===== config.mk =====
export PLATFORM = sky130hd
export DESIGN_NAME = seg7_scan
export DESIGN_NICKNAME = d
export VERILOG_FILES = /design/src/rtl/seg7_scan.sv
export SDC_FILE = /design/constraint.sdc
export NUM_CORES = 1
export LEC_CHECK = 0
export CAP_MARGIN = 5
export CORE_MARGIN = 5
export CORE_UTILIZATION = 35
export CTS_CLUSTER_DIAMETER = 120
export DETAILED_ROUTE_END_ITERATION = 10
export PLACE_DENSITY_LB_ADDON = 0.1
export SYNTH_ARGS = -nofsm -noshare
export SYNTH_HDL_FRONTEND = slang
export SYNTH_HIERARCHICAL = 1
export SYNTH_SLANG_ARGS = --single-unit

===== constraint.sdc =====
create_clock -name clk_i -period 2.37 [get_ports clk_i]
set_input_delay 0.237 -clock clk_i [delete_from_list [all_inputs] [get_ports clk_i]]
set_output_delay 0.237 -clock clk_i [all_outputs]
set_load 0.1 [all_outputs]

===== src/rtl/seg7_scan.sv =====
// Eight-digit multiplexed 7-segment scanner with a per-frame shadow register.
// Optional leading-zero blanking is enabled by defining SEG7_LZ_BLANK_EN.
module seg7_lane (
  input  logic [3:0] nib,
  input  logic       blank,
  output logic [6:0] seg
);
  logic [6:0] dec;

  always_comb begin
    dec = 7'h7F;
    case (nib)
      4'h0: dec = 7'h40;
      4'h1: dec = 7'h79;
      4'h2: dec = 7'h24;
      4'h3: dec = 7'h30;
      4'h4: dec = 7'h19;
      4'h5: dec = 7'h12;
      4'h6: dec = 7'h02;
      4'h7: dec = 7'h78;
      4'h8: dec = 7'h00;
      4'h9: dec = 7'h10;
      4'hA: dec = 7'h08;
      4'hB: dec = 7'h03;
      4'hC: dec = 7'h46;
      4'hD: dec = 7'h21;
      4'hE: dec = 7'h06;
      4'hF: dec = 7'h0E;
      default: dec = 7'h7F;
    endcase
  end

  assign seg = blank ? 7'h7F : dec;
endmodule

module seg7_scan #(
  parameter int CLK_DIV = 100000
) (
  input  logic        clk_i,
  input  logic        rst_i,
  input  logic [31:0] data_i,
  input  logic        freeze_i,
  output logic [7:0]  an_o,
  output logic [6:0]  seg_o,
  output logic        frame_o
);
  localparam int NUM_DIGITS = 8;
  localparam int CW = (CLK_DIV > 1) ? $clog2(CLK_DIV) : 1;

  logic [CW-1:0]                 cnt;
  logic [2:0]                    idx;
  logic [31:0]                   shadow;
  logic                          tick;
  logic                          load_pt;
  logic [NUM_DIGITS-1:0]         blank;
  logic [NUM_DIGITS-1:0][6:0]    lane_seg;

  assign tick    = (cnt == CW'(CLK_DIV - 1));
  assign load_pt = tick && (idx == 3'd7);

`ifdef SEG7_LZ_BLANK_EN
  // Digit i goes dark when it and every digit to its left are zero.
  always_comb begin
    blank = '0;
    for (int i = 1; i < NUM_DIGITS; i++)
      blank[i] = ((shadow >> (4 * i)) == 32'd0);
  end
`else
  assign blank = '0;
`endif

  for (genvar g = 0; g < NUM_DIGITS; g++) begin : g_lane
    seg7_lane u_lane (
      .nib   (shadow[4*g +: 4]),
      .blank (blank[g]),
      .seg   (lane_seg[g])
    );
  end

  always_ff @(posedge clk_i or negedge rst_i) begin
    if (!rst_i) begin
      cnt    <= '0;
      idx    <= '0;
      shadow <= '0;
    end else begin
      cnt <= tick ? '0 : cnt + 1'b1;
      if (tick) idx <= idx + 3'd1;
      if (load_pt && !freeze_i) shadow <= data_i;
    end
  end

  // Outputs follow the pre-edge index/shadow, so the new shadow first
  // appears one cycle after the load, in the digit 0 slot.
  always_ff @(posedge clk_i or negedge rst_i) begin
    if (!rst_i) begin
      an_o    <= 8'hFF;
      seg_o   <= 7'h7F;
      frame_o <= 1'b0;
    end else begin
      an_o    <= blank[idx] ? 8'hFF : ~(8'h01 << idx);
      seg_o   <= lane_seg[idx];
      frame_o <= load_pt;
    end
  end
endmodule

### After elaboration in Yosys (flattened, before gate mapping)

Memories as Yosys holds them, arrays and structs flattened.
Index checks and enable logic that the tools add are counted.

| storage, ports and cells | value |
|---|---|
| bits in registers | 68 |
| latch bits | 0 |
| RAM bits | 0 |
| ROM bits | 904 |
| input port bits | 35 |
| output and inout port bits | 16 |
| logic and storage cells | 30 |
| memories kept | 9 |

| operators by class | value |
|---|---|
| add/sub/neg operators | 2 |
| multipliers | 0 |
| div/mod/pow operators | 0 |
| order comparisons | 1 |
| eq/ne operators | 2 |
| shift-type cells | 1 |
| multiplexer cells | 5 |
| bitwise logic cells | 1 |
| reduce and logical (&&, ||, !) cells | 3 |

Memories:

| name | words | width | rd ports | clocked after memory_dff | wr ports | line | RTL |
|---|---|---|---|---|---|---|---|
| (no name shown) | 16 | 7 | 1 | 0 | 0 | 12 | `case (nib)` |
| (no name shown) | 16 | 7 | 1 | 0 | 0 | 12 |  |
| (no name shown) | 16 | 7 | 1 | 0 | 0 | 12 |  |
| (no name shown) | 16 | 7 | 1 | 0 | 0 | 12 |  |
| (no name shown) | 16 | 7 | 1 | 0 | 0 | 12 |  |
| (no name shown) | 16 | 7 | 1 | 0 | 0 | 12 |  |
| +3 memories | n/a | n/a | n/a | n/a | n/a | n/a |  |

Operator list:

| operator | count |
|---|---|
| binary-select mux 7 bit (select 3 bit) | 1 |
| adder 17 x 1 -> 17 bit (second input constant) | 1 |
| == test 17 bit (second input constant) | 1 |
| 2-to-1 mux 17 bit | 1 |
| 2-to-1 mux 8 bit | 1 |
| inverter 8 bit | 1 |
| << shifter 1 x 3 -> 8 bit (first input constant) | 1 |
| 2-to-1 mux 7 bit | 1 |
| < comparator 3 x 4 -> 1 bit (second input constant) | 1 |
| adder 3 x 1 -> 3 bit (second input constant) | 1 |
| == test 3 bit (second input constant) | 1 |
| logical AND 1 bit | 2 |
| zero test 1 bit | 1 |
| 2-to-1 mux 1 bit | 1 |

### Longest topological paths before layout

Gate-level depths: netlist of run 1.

| logic depth | value |
|---|---|
| depth in word-level cells | 3 |
| mapped depth | 7 |
| depth with buffers taken out | 7 |

### By module

Netlist of run 1, hierarchy kept.

Modules (own cells, without submodules):

| module | instances | cells each | area each (µm²) | seq. area each (µm²) |
|---|---|---|---|---|
| seg7_scan | 1 | 223 | 3055.4 | 1720.4 |
| seg7_lane | 8 | 35 | 299.0 | 0.0 |

### Worst setup path after synthesis of run 1

No wires, ideal clock.

| timing path | value |
|---|---|
| path kind | register to register |
| from | reg cnt[13] |
| to | reg shadow[10] |
| library setup time | 128 ps |
| arrival | 2090 ps |
| data required time | 2242 ps |
| slack | 153 ps |
| stages on the path, launching flop included | 6 |
| buffers on the path | 1 |
| clock period less this slack | 2217 ps |
| path through | dfrtp_1 -> or4b_1 -> nor4_4 -> nor3b_2 -> buf_4 -> mux2_1 |

| on the way | value |
|---|---|
| cells in the longest elaborated chain, start to end | 3 |

RTL lines:

| element | line | RTL |
|---|---|---|
| from (decl) | 50 | `logic [CW-1:0] cnt;` |
| from (signal assigned) | 86 | `cnt <= tick ? '0 : cnt + 1'b1;` |
| == test 17 bit | 58 | `assign tick = (cnt == CW'(CLK_DIV - 1));` |
| logical AND 1 bit | 59 | `assign load_pt = tick && (idx == 3'd7);` |
| logical AND 1 bit | 88 | `if (load_pt && !freeze_i) shadow <= data_i;` |
| to (signal assigned) | 88 |  |
| to (decl) | 52 | `logic [31:0] shadow;` |

Every way passes these cells.
A chain may end at the register's enable or synchronous reset.

### Worst setup path in the final report of run 1

Same ends and word-level chain as after synthesis.

==> flow_summary.json, run 1 <==
{
  "ys_seq_area_frac": 0.3158,
  "ys_warn_count": 6,
  "layout.cell_area.non_filler_sq_um": 6669,
  "place_area_sq_um": 6387,
  "synthArstFlopShare": 1.000,
  "path_clk_slew_ns": 0.06,
  "synth-main-ff-cell": "dfrtp_1",
  "timing.fmax_mhz": 456.0,
  "grt_usage": 0.1384,
  "crit_fanout": 18,
  "vias": 3971,
  "post-place-ws_ns": 0.1601,
  "crit_required_ns": 2.58,
  "hold_viol": 0,
  "startpoint_type": "register",
  "p_leak_nw": 3.042,
  "layout_common_cells": "ha_1 (63), conb_1 (56), dfrtp_1 (53)",
  "viasPerCell": 4.744,
  "cts_tree": "done",
  "power_mw": 2.635,
  "ctsRootBufferMaster": "clkbuf_16",
  "fin_worst_skew_ns": 0.01049,
  "ir_worst_vdd_mv": 0.3266,
  "synth.distinct_cells": 39,
  "status": "complete, no violations",
  "place_inst": 820,
  "min_period_ns": 2.193,
  "drt-total-wl_um": 12050,
  "cts_buffers": 9,
  "insertion_delay_ns": 0.34,
  "syn2layout_area_growth_pct": 22.42,
  "ys_ff_latch": 68,
  "critPathKind": "register to register",
  "drc": 0,
  "drive_gt1_frac": 0.1709,
  "synthAdderAreaFrac": 0.1447,
  "tightestPinTransition_ns": 0.6051,
  "final_max_slew_viol_count": 0,
  "fin_nets": 719,
  "grt_pass1_wl_um": 20090,
  "clockBufferDepth": 2,
  "first_pass_iters": 4,
  "core_area_sq_um": 15260,
  "syn_area_sq_um": 5448,
  "power.density_nw_per_um2": 395.1,
  "syn_avg_cell_area_sq_um": 10.83,
  "stdcell_count": 837,
  "setup_tns_ns": 0,
  "critical_path_arrival_ns": 2.41,
  "io_pins": 51,
  "relSlewSlack": 0.5966,
  "synth_edf_count": 0,
  "finalSetupViolCount": 0,
  "die_w_um": 134.8,
  "gp_congestion": 0.8148,
  "rsz0062_at_grt": "no",
  "grt.overflow.total": 0,
  "synthSimpleGateAreaFrac": 0.1516,
  "portBuffers": 50,
  "avgRoutedWirePerCell_um": 14.39,
  "hp-class": "input pin to asynchronous set/reset pin",
  "end_kind": "register",
  "antenna_found_initial": 0,
  "start_util": 0.3570,
  "place_hpwl_um": 9428,
  "drv_cap": 0,
  "synth_compound_area_frac": 0.09646,
  "layout_commonest_cell": "ha_1",
  "fp-row-count": 45,
  "diodes": 0,
  "synthMuxAreaShare": 0.2030,
  "grt_max_degree": 33,
  "grt_pass1_vias": 3904,
  "final_core_util": 0.4371,
  "die_h_um": 134.8,
  "synth_xor_area_frac": 0.02572,
  "dieArea_sq_um": 18160,
  "synth_top_family_by_area": "multiplexers",
  "fin_ws_ns": 0.1769,
  "fin_crit_sh": 0.9253,
  "htreeDepth": 3,
  "hold_slack_ns": 0.4432,
  "cts_setup_buffers": 0,
  "syn_inst": 503,
  "ant_nets": 0,
  "cts_sinks": 68,
  "drt_iter0_markers": 177
}
-- power breakdown --
part	total [mW]	switching [mW]	internal, mW
clock	1.24	0.533	0.707
sequential	1.17	0.00296	1.17
combinational	0.220	0.117	0.103
-- layout make-up --
type,instances,area (sq um)
Fill cell,1462,8589
Multi-Input combinational cell,435,3602
Sequential cell,68,1720
Timing Repair Buffer,77,698.2
Tap cell,211,264.0
Clock buffer,10,229.0
Inverter,30,112.6
Clock inverter,6,42.54
-- timing repair --
item | 4_1_cts | 5_1_grt
hold buffers | 1 | 0
gates resized for setup | 0 | 0
endpoints found under the hold margin | 21 | 0
-- critical path, cell delays in order (launching register included) --
cell and delay [ns]:
dfrtp_1 0.40, or4b_1 0.57, nor4_4 0.17, nor3b_4 0.37, buf_12 0.21, mux2_1 0.34
-- cell families (layout without fill, tap and decap cells) --
| logic type | after synthesis | count (layout) |
|---|---|---|
| simple gates | 156 | 156 |
| compound gates | 57 | 57 |
| flops | 68 | 68 |
| xor+xnor | 16 | 16 |
| fa+ha+maj | 63 | 63 |
| buf+inv | 55 | 123 |
| mux | 87 | 87 |
| other cells | 1 | 56 |
-- flip-flops by register name, indices dropped and copies added (netlist names) --
register,cells
shadow,32
idx,3
seg_o,7
an_o,8
cnt,17
frame_o,1
-- layer usage --
metal  share of wire  routed length, um  vias up  GRT usage
met5               0                  0        -          0
met4           0.021                254        0    0.05430
met3           0.043                516       17    0.02794
met2            0.44               5261       72     0.2043
met1            0.50               6014     1879     0.1988
li1                -                  -     2003          -
-- cells in the mapped netlist, types with 2 or more instances --
cell type   n  area [sq um]
nor2b_1    17         106.4
nand2_2     8         50.05
a32oi_1    16         140.1
clkbuf_1    5         18.77
or2_2       8         50.05
nor2_1     27         101.4
dfrtp_1    53          1326
buf_4       3         22.52
inv_1      30         112.6
and3_1     10         62.56
mux2i_1    25         250.2
a221o_1    16         160.2
nand2b_1   16         100.1
xnor2_1     9         78.83
nand4_1     4         25.02
a311o_1     8         80.08
nor3_1     11         55.05
a211o_1     8         70.07
mux2_2      2         22.52
dfstp_2    15         394.1
nand4bb_1   2         22.52
nand2_1    40         150.1
mux4_2     14         315.3
nor4_1      2         12.51
buf_6      16         180.2
nand3_1     5         25.02
mux2_1     46         518.0
o221ai_1    8         70.07
xor2_1      7         61.31
ha_1       63         788.3
-- worst paths after layout --
path	startpoint	end	slack, ns	cells after the start
setup / recovery	cnt[13]	shadow[10]	0.18	5
setup reg to reg	cnt[13]	shadow[10]	0.18	5
hold reg to reg	cnt[13]	cnt[13]	0.49	1
min in group clk_i	data_i[22]	shadow[22]	0.49	2
hold / removal	rst_i	shadow[7]	0.44	2
max in group asynchronous	rst_i	cnt[0]	1.13	4
No activity file was read; power rests on OpenSTA's default activity.
==> inputs of run 2 (changes only) <==
CTS_BUF_LIST = sky130_fd_sc_hd__clkbuf_8   (was unset)
==> run 2 against run 1 <==
Worst setup slack got worse by 0.012 ns. Global-route usage hardly changed. Sequential share of layout area is 0.40 points higher. Critical path depth is the same. Register-to-register slack is essentially flat. Via count unchanged. Sequential power barely moved. Total power fell by 15%. Sequential cell count unchanged. Critical path type unchanged. Combinational power about the same.
==> flow_summary.json, run 2 (synthesis gave the netlist of run 1 again) <==
{
  "cts_sinks": 68,
  "relSlewSlack": 0.5923,
  "largest_reg_flops": 32,
  "fin_ws_ns": 0.1648,
  "grt_pass1_wl_um": 20090,
  "dieArea_sq_um": 18160,
  "ctsRootBufferMaster": "clkbuf_8",
  "grt_usage": 0.1384,
  "place_area_sq_um": 6387,
  "htreeDepth": 3,
  "p_leak_nw": 3.000,
  "gp_congestion": 0.8148,
  "crit_cells": 5,
  "clockBufferDepth": 2,
  "layout.cell_area.non_filler_sq_um": 6568,
  "cts_tree": "done",
  "drt_iter0_markers": 155,
  "worstPathBufferInverterCount": 1,
  "power.density_nw_per_um2": 342.9,
  "portBuffers": 50,
  "gr-usage-met3": 0.02869,
  "crit_slowest_cell": "or4b_1",
  "grtUsageMet2": 0.2043,
  "slowest_delay_ns": 0.57,
  "tightestPinTransition_ns": 0.6116,
  "rsz0062_at_grt": "no",
  "top_register": "shadow",
  "crit_fanout": 18,
  "fin_worst_skew_ns": 0.01717,
  "path_clk_slew_ns": 0.08,
  "fin_nets": 719,
  "cp_cell_sequence": "or4b_1, nor4_4, nor3b_4, buf_12, mux2_1",
  "min_period_ns": 2.205,
  "avgRoutedWirePerCell_um": 14.43,
  "drv_cap": 0,
  "fp-row-count": 45,
  "post-place-ws_ns": 0.1601,
  "cts_hold_buffers": 1,
  "antenna_found_initial": 0,
  "final_max_slew_viol_count": 0,
  "place_inst": 820,
  "grt.busiest_layer": "met2",
  "startpoint_type": "register",
  "syn2layout_area_growth_pct": 20.56,
  "reg2reg_depth": 5,
  "die_w_um": 134.8,
  "cts_resized": 0,
  "grt_pass1_vias": 3922,
  "finalSetupViolCount": 0,
  "grt_use_met1": 0.1978,
  "layout_common_cells": "ha_1 (63), conb_1 (56), dfrtp_1 (53)",
  "power_mw": 2.252,
  "hp-class": "input pin to asynchronous set/reset pin",
  "layout_commonest_cell": "ha_1",
  "stdcell_count": 837,
  "status": "complete, no violations",
  "start_util": 0.3570,
  "io_pins": 51,
  "fill_cells": 1478,
  "place_hpwl_um": 9428,
  "ant_nets": 0,
  "timing.fmax_mhz": 453.5,
  "die_h_um": 134.8,
  "grt_max_degree": 33,
  "vias": 3971,
  "drive_gt1_frac": 0.1709,
  "core_area_sq_um": 15260,
  "hold_viol": 0,
  "critical_path_arrival_ns": 2.44,
  "hold_slack_ns": 0.4209,
  "grt.overflow.total": 0,
  "first_pass_iters": 5,
  "end_kind": "register",
  "top_regs": "shadow (32), cnt (17), an_o (8)",
  "crit_family": "simple AND/OR/NAND/NOR gates",
  "ir_worst_vdd_mv": 0.2042,
  "drt-total-wl_um": 12080,
  "crit_required_ns": 2.60,
  "viasPerCell": 4.744,
  "diodes": 0,
  "drc": 0,
  "final_core_util": 0.4304,
  "fin_crit_sh": 0.9305,
  "setup_tns_ns": 0,
  "cts_setup_buffers": 0,
  "insertion_delay_ns": 0.36,
  "critPathKind": "register to register",
  "cts_buffers": 9
}
run 2: changes by cell type in the layout (fill, tap and decap cells not counted):
cell       previous run  this run
clkbuf_1              1         0
inv_1                30        31
clkbuf_8              0         9
clkbuf_16             9         0
run 2: metal layers:
| metal | vias up | wire [um] |
|---|---|---|
| met5 | - | 0 |
| met4 | 0 | 250 |
| met3 | 17 | 474 |
| met2 | 77 | 5262 |
| met1 | 1874 | 6093 |
| li1 | 2003 | - |
run 2: where the power goes:
| group | total, mW | switching, mW | internal (mW) |
|---|---|---|---|
| combinational | 0.220 | 0.117 | 0.103 |
| clock | 0.860 | 0.485 | 0.375 |
| sequential | 1.17 | 0.00297 | 1.17 |
| total | 2.25 | 0.605 | 1.65 |
run 2: worst register-to-register path, stage by stage, from the launching register on:
cell and delay, ns:
dfrtp_1 0.41, or4b_1 0.57, nor4_4 0.17, nor3b_4 0.37
buf_12 0.21, mux2_1 0.35
run 2: cell type report:
cell class	instances	area (sq um)	area share
multi-input combinational	435	3602	0.5485
sequential	68	1720	0.2620
timing repair buffer	77	698.2	0.1063
tap	211	264.0	0.04020
clock buffer	9	123.9	0.01886
inverter	30	112.6	0.01715
clock inverter	7	46.29	0.007049
run 2: path summary, 6_finish.rpt:
kind,end,slack (ns),from
worst min register to register,cnt[13],0.50,cnt[13]
max in group asynchronous,cnt[0],1.14,rst_i
worst max register to register,shadow[10],0.16,cnt[13]
worst max-delay path,shadow[10],0.16,cnt[13]
worst min-delay path,shadow[7],0.42,rst_i
min in group clk_i,shadow[22],0.47,data_i[22]
